`config.mk`:
```
export PLATFORM = sky130hd
export DESIGN_NAME = mem_bus_arbiter
export DESIGN_NICKNAME = d
export VERILOG_FILES = /design/src/rtl/mem_bus_arbiter.sv
export SDC_FILE = /design/constraint.sdc
export NUM_CORES = 1
export LEC_CHECK = 0
export CORE_MARGIN = 4
export CORE_UTILIZATION = 44
export CTS_BUF_LIST = sky130_fd_sc_hd__clkbuf_4 sky130_fd_sc_hd__clkbuf_8 sky130_fd_sc_hd__clkbuf_16
export DETAILED_ROUTE_END_ITERATION = 7
export PLACE_DENSITY = 0.95
export SETUP_SLACK_MARGIN = 0.3
export SLEW_MARGIN = 20
export SYNTH_ARGS = -nofsm -noshare
export SYNTH_HDL_FRONTEND = slang
export SYNTH_SLANG_ARGS = --single-unit
```
`constraint.sdc`:
```
create_clock -name CLK -period 5 [get_ports CLK]
set_input_delay 1 -clock CLK [delete_from_list [all_inputs] [get_ports CLK]]
set_output_delay 1 -clock CLK [all_outputs]
set_load 0.05 [all_outputs]
```
`src/rtl/mem_bus_arbiter.sv`:
```
// Arbitrates one single-ported RAM between the instruction-fetch and data ports.
// Define LLSC_EN to build the LinkedLoad/StoreConditional link register.
module mem_bus_arbiter #(
  parameter int unsigned ADDR_W      = 32,
  parameter int unsigned DATA_W      = 32,
  parameter int unsigned MAX_DSTREAK = 4
) (
  input  logic              CLK,
  input  logic              RST,
  input  logic              iREN,
  input  logic [ADDR_W-1:0] iaddr,
  output logic [DATA_W-1:0] iload,
  output logic              iwait,
  input  logic              dREN,
  input  logic              dWEN,
  input  logic              ll,
  input  logic              sc,
  input  logic [ADDR_W-1:0] daddr,
  input  logic [DATA_W-1:0] dstore,
  output logic [DATA_W-1:0] dload,
  output logic              dwait,
  output logic              ramREN,
  output logic              ramWEN,
  output logic [ADDR_W-1:0] ramaddr,
  output logic [DATA_W-1:0] ramstore,
  input  logic [DATA_W-1:0] ramload,
  input  logic              ram_ready
);

  localparam int unsigned STREAK_W = $clog2(MAX_DSTREAK + 1);

  typedef enum logic [1:0] {IDLE, GRANT_I, GRANT_D, RESP} state_e;

  state_e              state_q, state_d;
  logic [STREAK_W-1:0] streak_q, streak_d;
  logic                ram_ren_q, ram_ren_d;
  logic                ram_wen_q, ram_wen_d;
  logic [ADDR_W-1:0]   ram_addr_q, ram_addr_d;
  logic [DATA_W-1:0]   ram_store_q, ram_store_d;
  logic [DATA_W-1:0]   iload_q, iload_d;
  logic [DATA_W-1:0]   dload_q, dload_d;
  logic                iwait_q, iwait_d;
  logic                dwait_q, dwait_d;
  logic                sc_q, sc_d;
  logic                d_req;
  logic                i_forced;

`ifdef LLSC_EN
  logic                ll_q, ll_d;
  logic                sc_fail_q, sc_fail_d;
  logic                link_valid_q, link_valid_d;
  logic [ADDR_W-1:0]   link_addr_q, link_addr_d;
`else
  logic                unused_ll;
  assign unused_ll = ll;
`endif

  assign d_req    = dREN | dWEN;
  assign i_forced = iREN & (streak_q == STREAK_W'(MAX_DSTREAK));

  // Next-state and registered-output logic
  always_comb begin
    state_d     = state_q;
    streak_d    = streak_q;
    ram_ren_d   = ram_ren_q;
    ram_wen_d   = ram_wen_q;
    ram_addr_d  = ram_addr_q;
    ram_store_d = ram_store_q;
    iload_d     = iload_q;
    dload_d     = dload_q;
    iwait_d     = iwait_q;
    dwait_d     = dwait_q;
    sc_d        = sc_q;
`ifdef LLSC_EN
    ll_d         = ll_q;
    sc_fail_d    = sc_fail_q;
    link_valid_d = link_valid_q;
    link_addr_d  = link_addr_q;
`endif
    case (state_q)
      IDLE: begin
        if (d_req && !i_forced) begin
          state_d     = GRANT_D;
          streak_d    = !iREN ? '0 :
                        (streak_q == STREAK_W'(MAX_DSTREAK)) ? streak_q : streak_q + STREAK_W'(1);
          ram_ren_d   = dREN;
          ram_wen_d   = dWEN;
          ram_addr_d  = daddr;
          ram_store_d = dWEN ? dstore : ram_store_q;
          sc_d        = dWEN & sc;
`ifdef LLSC_EN
          ll_d = dREN & ll;
          if (dWEN && sc) begin
            // A failed SC never touches the RAM
            if (!(link_valid_q && (daddr == link_addr_q))) begin
              ram_wen_d = 1'b0;
              sc_fail_d = 1'b1;
            end
            link_valid_d = 1'b0;
          end else if (dWEN && (daddr == link_addr_q)) begin
            link_valid_d = 1'b0;
          end
`endif
        end else if (iREN) begin
          state_d    = GRANT_I;
          streak_d   = '0;
          ram_ren_d  = 1'b1;
          ram_wen_d  = 1'b0;
          ram_addr_d = iaddr;
        end
      end
      GRANT_I: begin
        if (ram_ready) begin
          state_d   = RESP;
          ram_ren_d = 1'b0;
          iload_d   = ramload;
          iwait_d   = 1'b0;
        end
      end
      GRANT_D: begin
`ifdef LLSC_EN
        if (sc_fail_q) begin
          state_d   = RESP;
          sc_fail_d = 1'b0;
          dload_d   = '0;
          dwait_d   = 1'b0;
        end else
`endif
        if (ram_ready) begin
          state_d   = RESP;
          ram_ren_d = 1'b0;
          ram_wen_d = 1'b0;
          dwait_d   = 1'b0;
          dload_d   = ram_wen_q ? DATA_W'(sc_q) : ramload;
`ifdef LLSC_EN
          if (ll_q) begin
            link_addr_d  = ram_addr_q;
            link_valid_d = 1'b1;
          end
`endif
        end
      end
      RESP: begin
        state_d = IDLE;
        iwait_d = 1'b1;
        dwait_d = 1'b1;
      end
      default: state_d = IDLE;
    endcase
  end

  always_ff @(posedge CLK) begin
    if (RST) begin
      state_q     <= IDLE;
      streak_q    <= '0;
      ram_ren_q   <= 1'b0;
      ram_wen_q   <= 1'b0;
      ram_addr_q  <= '0;
      ram_store_q <= '0;
      iload_q     <= '0;
      dload_q     <= '0;
      iwait_q     <= 1'b1;
      dwait_q     <= 1'b1;
      sc_q        <= 1'b0;
`ifdef LLSC_EN
      ll_q         <= 1'b0;
      sc_fail_q    <= 1'b0;
      link_valid_q <= 1'b0;
      link_addr_q  <= '0;
`endif
    end else begin
      state_q     <= state_d;
      streak_q    <= streak_d;
      ram_ren_q   <= ram_ren_d;
      ram_wen_q   <= ram_wen_d;
      ram_addr_q  <= ram_addr_d;
      ram_store_q <= ram_store_d;
      iload_q     <= iload_d;
      dload_q     <= dload_d;
      iwait_q     <= iwait_d;
      dwait_q     <= dwait_d;
      sc_q        <= sc_d;
`ifdef LLSC_EN
      ll_q         <= ll_d;
      sc_fail_q    <= sc_fail_d;
      link_valid_q <= link_valid_d;
      link_addr_q  <= link_addr_d;
`endif
    end
  end

  assign iload    = iload_q;
  assign dload    = dload_q;
  assign iwait    = iwait_q;
  assign dwait    = dwait_q;
  assign ramREN   = ram_ren_q;
  assign ramWEN   = ram_wen_q;
  assign ramaddr  = ram_addr_q;
  assign ramstore = ram_store_q;

endmodule
```
# [Word-level counts from Yosys, hierarchy flattened]
# Cells that the tools add are included.
# Widths: inputs -> output; s select.
[totals] out_inout_bits=132 inputBits=136 regBits=138 wordCells=64
[op_classes] n_eq_ne=9 mux=20 n_bitwise=3 n_addsub=1 reduce_logical=20
[op_table] cell="$mux 32" n=3
[op_table] cell="$reduce_and 2->1" n=7
[op_table] cell="$mux 3" n=4
[op_table] cell="$reduce_and 3->1" n=4
[op_table] cell="$reduce_bool 2->1" n=5
[op_table] cell="$pmux 1 s2" n=4
[op_table] cell="$mux 2" n=3
[op_table] cell="$ne 3x3->1 const B" n=2
[op_table] cell="$pmux 2 s3" n=1
[op_table] cell="$mux 1" n=5
[op_table] cell="$eq 2x2->1 const B" n=2
[op_table] cell="$ne 2x2->1 const B" n=2
[op_table] cell="$add 3x1->3 const B" n=1
[op_table] cell="$eq 3x3->1 const B" n=1
[op_table] cell="$and 1x1->1" n=2
[op_table] cell="$eq 2x1->1 const B" n=1
[op_table] cell="$logic_not 2->1" n=1
[op_table] cell="$ne 2x1->1 const B" n=1
[op_table] cell="$reduce_or 2->1" n=1
[op_table] cell="$logic_and 1x1->1" n=1
[op_table] cell="$logic_not 1->1" n=1
[op_table] cell="$or 1x1->1" n=1

# [Logic depth before layout (Yosys ltp)]
[depth] word_depth=6 ltp_mapped=8 mapped_depth_nobuf=5

# [Worst setup path after synthesis]
# No wires, ideal clock.
[synth_path] path_type="input -> register" start="input iREN" end="register ram_wen_q, in the netlist ramWEN" path_slack_ns=2.907 path_buffers=2 cell_stages=5 arrival_time_ns=2.022 cell_sequence="buf_6 -> and3_4 -> buf_6 -> or4b_1 -> a21oi_1"
[synth_via] elab_chain_cells=5 word_cells_on_any_way=7 cone_classes="1 x eq/ne; 2 x mux; 1 x bitwise; 3 x reduce/logical"
[synth_rtl] element="start: declaration" line_no="10" source="input logic iREN,"
[synth_rtl] element="$and 1x1->1" line_no="59" source="assign i_forced = iREN & (streak_q == STREAK_W'(MAX_DSTREAK));"
[synth_rtl] element="$logic_not 1->1" line_no="82" source="if (d_req && !i_forced) begin"
[synth_rtl] element="$logic_and 1x1->1" line_no="82"
[synth_rtl] element="$ne 3x3->1 (no line) or $mux 1 (tied branches)"
[synth_rtl] element="$reduce_and 3->1 (no line) or $pmux 1 s2 (tied branches)"
[synth_rtl] element="end signal: assignment" line_no="175" source="ram_wen_q <= ram_wen_d;"
[synth_rtl] element="end: declaration" line_no="37" source="logic ram_wen_q, ram_wen_d;"
# Parallel ways exist; a longest one is shown, timed or not.
# A chain may end at the register's enable or synchronous reset.

# [Final worst setup path]
[layout_path] start="register ram_wen_q, in the netlist ramWEN" end="output ramWEN"
[layout_rtl] element="end: declaration" line_no="23" source="output logic ramWEN,"
# No word-level cell between the ends.

==> results by group <==
Status
  – Status: finished, final reports clean

Floorplanning
  – Die ar.: roughly 0.015 mm²
  – I/O pin cnt: approximately 270
  – Core area: 0.0126 mm²
  – Cell Rows: 41
  – Die width: between 100 and 150 µm
  – Starting Density: 0.447
  – Height of the die: roughly 120 µm

CTS
  – Post-CTS resize count: 0
  – CTS tree: yes
  – CTS Buf Count: 17
  – CTS clk-pin slew, worst paths: roughly 0.050 ns
  – Post-CTS setup buffers: 0
  – CTS root buf: clkbuf_16
  – Clock sink count: ~140
  – Clock Latency Late Sink: 0.40 ns
  – Clock buffer depth: 2
  – Hold Buf Count CTS: 0
  – H-tree depth: 4

Critical path
  – Critical path cell sequence: clkdlybuf4s50_1
  – Setup crit end kind: primary output
  – Req. time, crit path: 4.00 ns
  – CP peak stage delay: slightly above 1 ns
  – Kind of critical path: register to primary output
  – Buf/Inv on CP: 1
  – Slowest-stage cell, CP: dfxtp_1
  – CP delay by family, top: flip-flops
  – CP max FO: 34
  – Worst setup SP type: register
  – Arr. time, crit path: roughly 2.4 ns

Synthesis
  – Post-synthesis net count: 831
  – Flops & latches, synth: about 140
  – Most area-hungry cell type in the Yosys netlist: dfxtp_1
  – Mapped Cells: ~690
  – Yosys synthesis warning count: 0
  – Synth unique cells: 35
  – Top cells by area, synth: dfxtp_1 (49%), a21oi_1 (9.2%), nand2_1 (6.8%)
  – Mapped cell area: about 0.0056 mm²
  – Register area share after synthesis: 0.492
  – Syn_area_per_cell: ~8.2 µm²
  – Synth top area share: 0.492

GRT
  – First-pass GRT wire length: 28.7 mm
  – GRT Total Usage: 0.245
  – Grt ovf: 0
  – Vias in the first global route: 5934
  – Initial antenna violation count: 0
  – Largest net degree at the start of global routing: approximately 100

Finish
  – Final core utilization: 0.705
  – Fin area: roughly 0.0089 mm²
  – Most frequent cells in the layout: clkdlybuf4s50_1 (265), dfxtp_1 (138), a21oi_1 (103), nand2_1 (100), o21ai_0 (68)
  – Nets@finish: 1051
  – Synthesis-to-finish area growth: 57.7%
  – Diode count: 0
  – Most common cell after layout, fill and taps aside: clkdlybuf4s50_1
  – Layout cells sized above 1: 0.0499

Timing
  – Final hold violation count: 0
  – Final setup vio count: 0
  – Final setup margin: about 1.6 ns
  – Max_slew headroom: 0.280
  – Period utilisation layout: 0.676
  – Worst-margin pin slew: ~1.1 ns
  – Fin crit period: ~3.4 ns
  – Fmax: between 200 and 300 MHz
  – Max-slew violations: 0
  – Setup tns final: 0 ns
  – RSZ-0062 raised after global routing: no
  – Worst-case clock skew: 0.00623 ns

Placement
  – Dpl ws: approximately 1.9 ns
  – Post-DP HPWL: about 13 mm
  – Port bufs: about 270
  – Final Wtd Congestion: 0.797
  – Area post-placement: ~0.0082 mm²

Route
  – Via count: 5999
  – Post-route ant nets: 0
  – DR iter-0 viols: 566
  – Vias/cell: about 5.5
  – Routed length per instance: around 17 µm
  – Pre-Repair DR Iteration Count: 5
  – WL final: 18.8 mm
  – DR DRC count: 0

Pwr
  – Pwr/cell area: between 500 and 600 mW/mm²
  – Sw Ratio: 0.400
  – Switching power: roughly 1800 µW
  – Clock power frac: 0.275
  – Peak supply drop: about 0.28 mV
  – P_leak: roughly 0.0031 µW
  – Gate power share: 0.414
  – Pwr Total: between 4000 and 5000 µW
  – Seq pwr share: 0.312
  – P_int: about 2800 µW

Job
  – Number of max-cap violations: 0

Worst hold path
  – HP Class: register to register
[power groups by stage]
stage	clock (µW)	combinational [µW]	sequential, µW
after detailed placement	0	1900	1460
after global placement	0	1880	1450
after CTS	1290	1910	1440
after global routing	1340	2020	1460
after floorplan	0	615	2110
final	1270	1910	1440
[final cells by class]
cell class	count	area, µm²
timing repair buffer	272	2710
clock inverter	10	114
tap	172	215
inverter	5	18.8
sequential	138	2760
multi-input combinational	475	2550
fill	936	3710
clock buffer	22	494
[worst paths after layout]
| kind | start | to | slack [ns] | cells after the start |
|---|---|---|---|---|
| setup / recovery | ramWEN | ramWEN | 1.62 | 1 |
| setup reg to reg | state_q[1] | ramstore[13] | 2.83 | 5 |
| hold reg to reg | dload[8] | dload[8] | 0.45 | 2 |
| hold / removal | dload[8] | dload[8] | 0.45 | 2 |
[routing by layer]
| metal | track usage | vias to the layer above | share of wire |
|---|---|---|---|
| li1 | - | 2865 | - |
| met1 | 0.263 | 2807 | 0.38 |
| met2 | 0.438 | 293 | 0.50 |
| met3 | 0.0788 | 34 | 0.099 |
| met4 | 0.109 | 0 | 0.025 |
| met5 | 0 | - | 0 |
[stage by stage]
stage | hold WS (ns) | instances
4_1_cts | 0.452 | 1094
2_1_floorplan | 0.453 | 689
6_report | 0.449 | 1094
5_1_grt | 0.473 | 1094
3_3_place_gp | 0.437 | 1062
3_5_place_dp | 0.444 | 1062
[Yosys cell counts]
cell type	count
nand4_1	1
o211ai_1	1
a221oi_1	1
and2_1	3
o21bai_1	2
or2_2	2
nand2_1	101
buf_2	18
nor4b_1	1
ha_1	6
buf_1	4
a31oi_1	1
and3b_1	1
a21oi_1	103
buf_6	2
nor2b_1	2
mux2i_1	2
or4b_1	1
o21ai_0	68
inv_1	5
a211oi_1	2
nor2_1	37
nand3b_1	31
a21boi_0	1
clkbuf_1	47
a311o_1	1
o41ai_1	1
and3_4	1
nand3_1	67
o31a_1	1
a311oi_1	32
nor3b_1	2
dfxtp_1	138
o31ai_1	2
nand2b_1	1
[cells by family after synthesis]
| kind of cell | after synthesis | share of synthesized area |
|---|---|---|
| flip-flops | 138 | 0.492 |
| adder cells (fa/ha/maj) | 6 | 0.0134 |
| multiplexers | 2 | 0.00357 |
| AND/OR/NAND/NOR | 251 | 0.213 |
| AO/OA/AOI/OAI | 216 | 0.221 |
| buffers and inverters | 76 | 0.0575 |
[sequential cells by signal, indices dropped and copies added (netlist names)]
name and cells:
dload 32, iload 32, ramaddr 32, ramstore 32
streak_q 3, state_q 2, dwait 1, iwait 1
ramREN 1, ramWEN 1, sc_q 1
(Power assumes the default switching activity.)
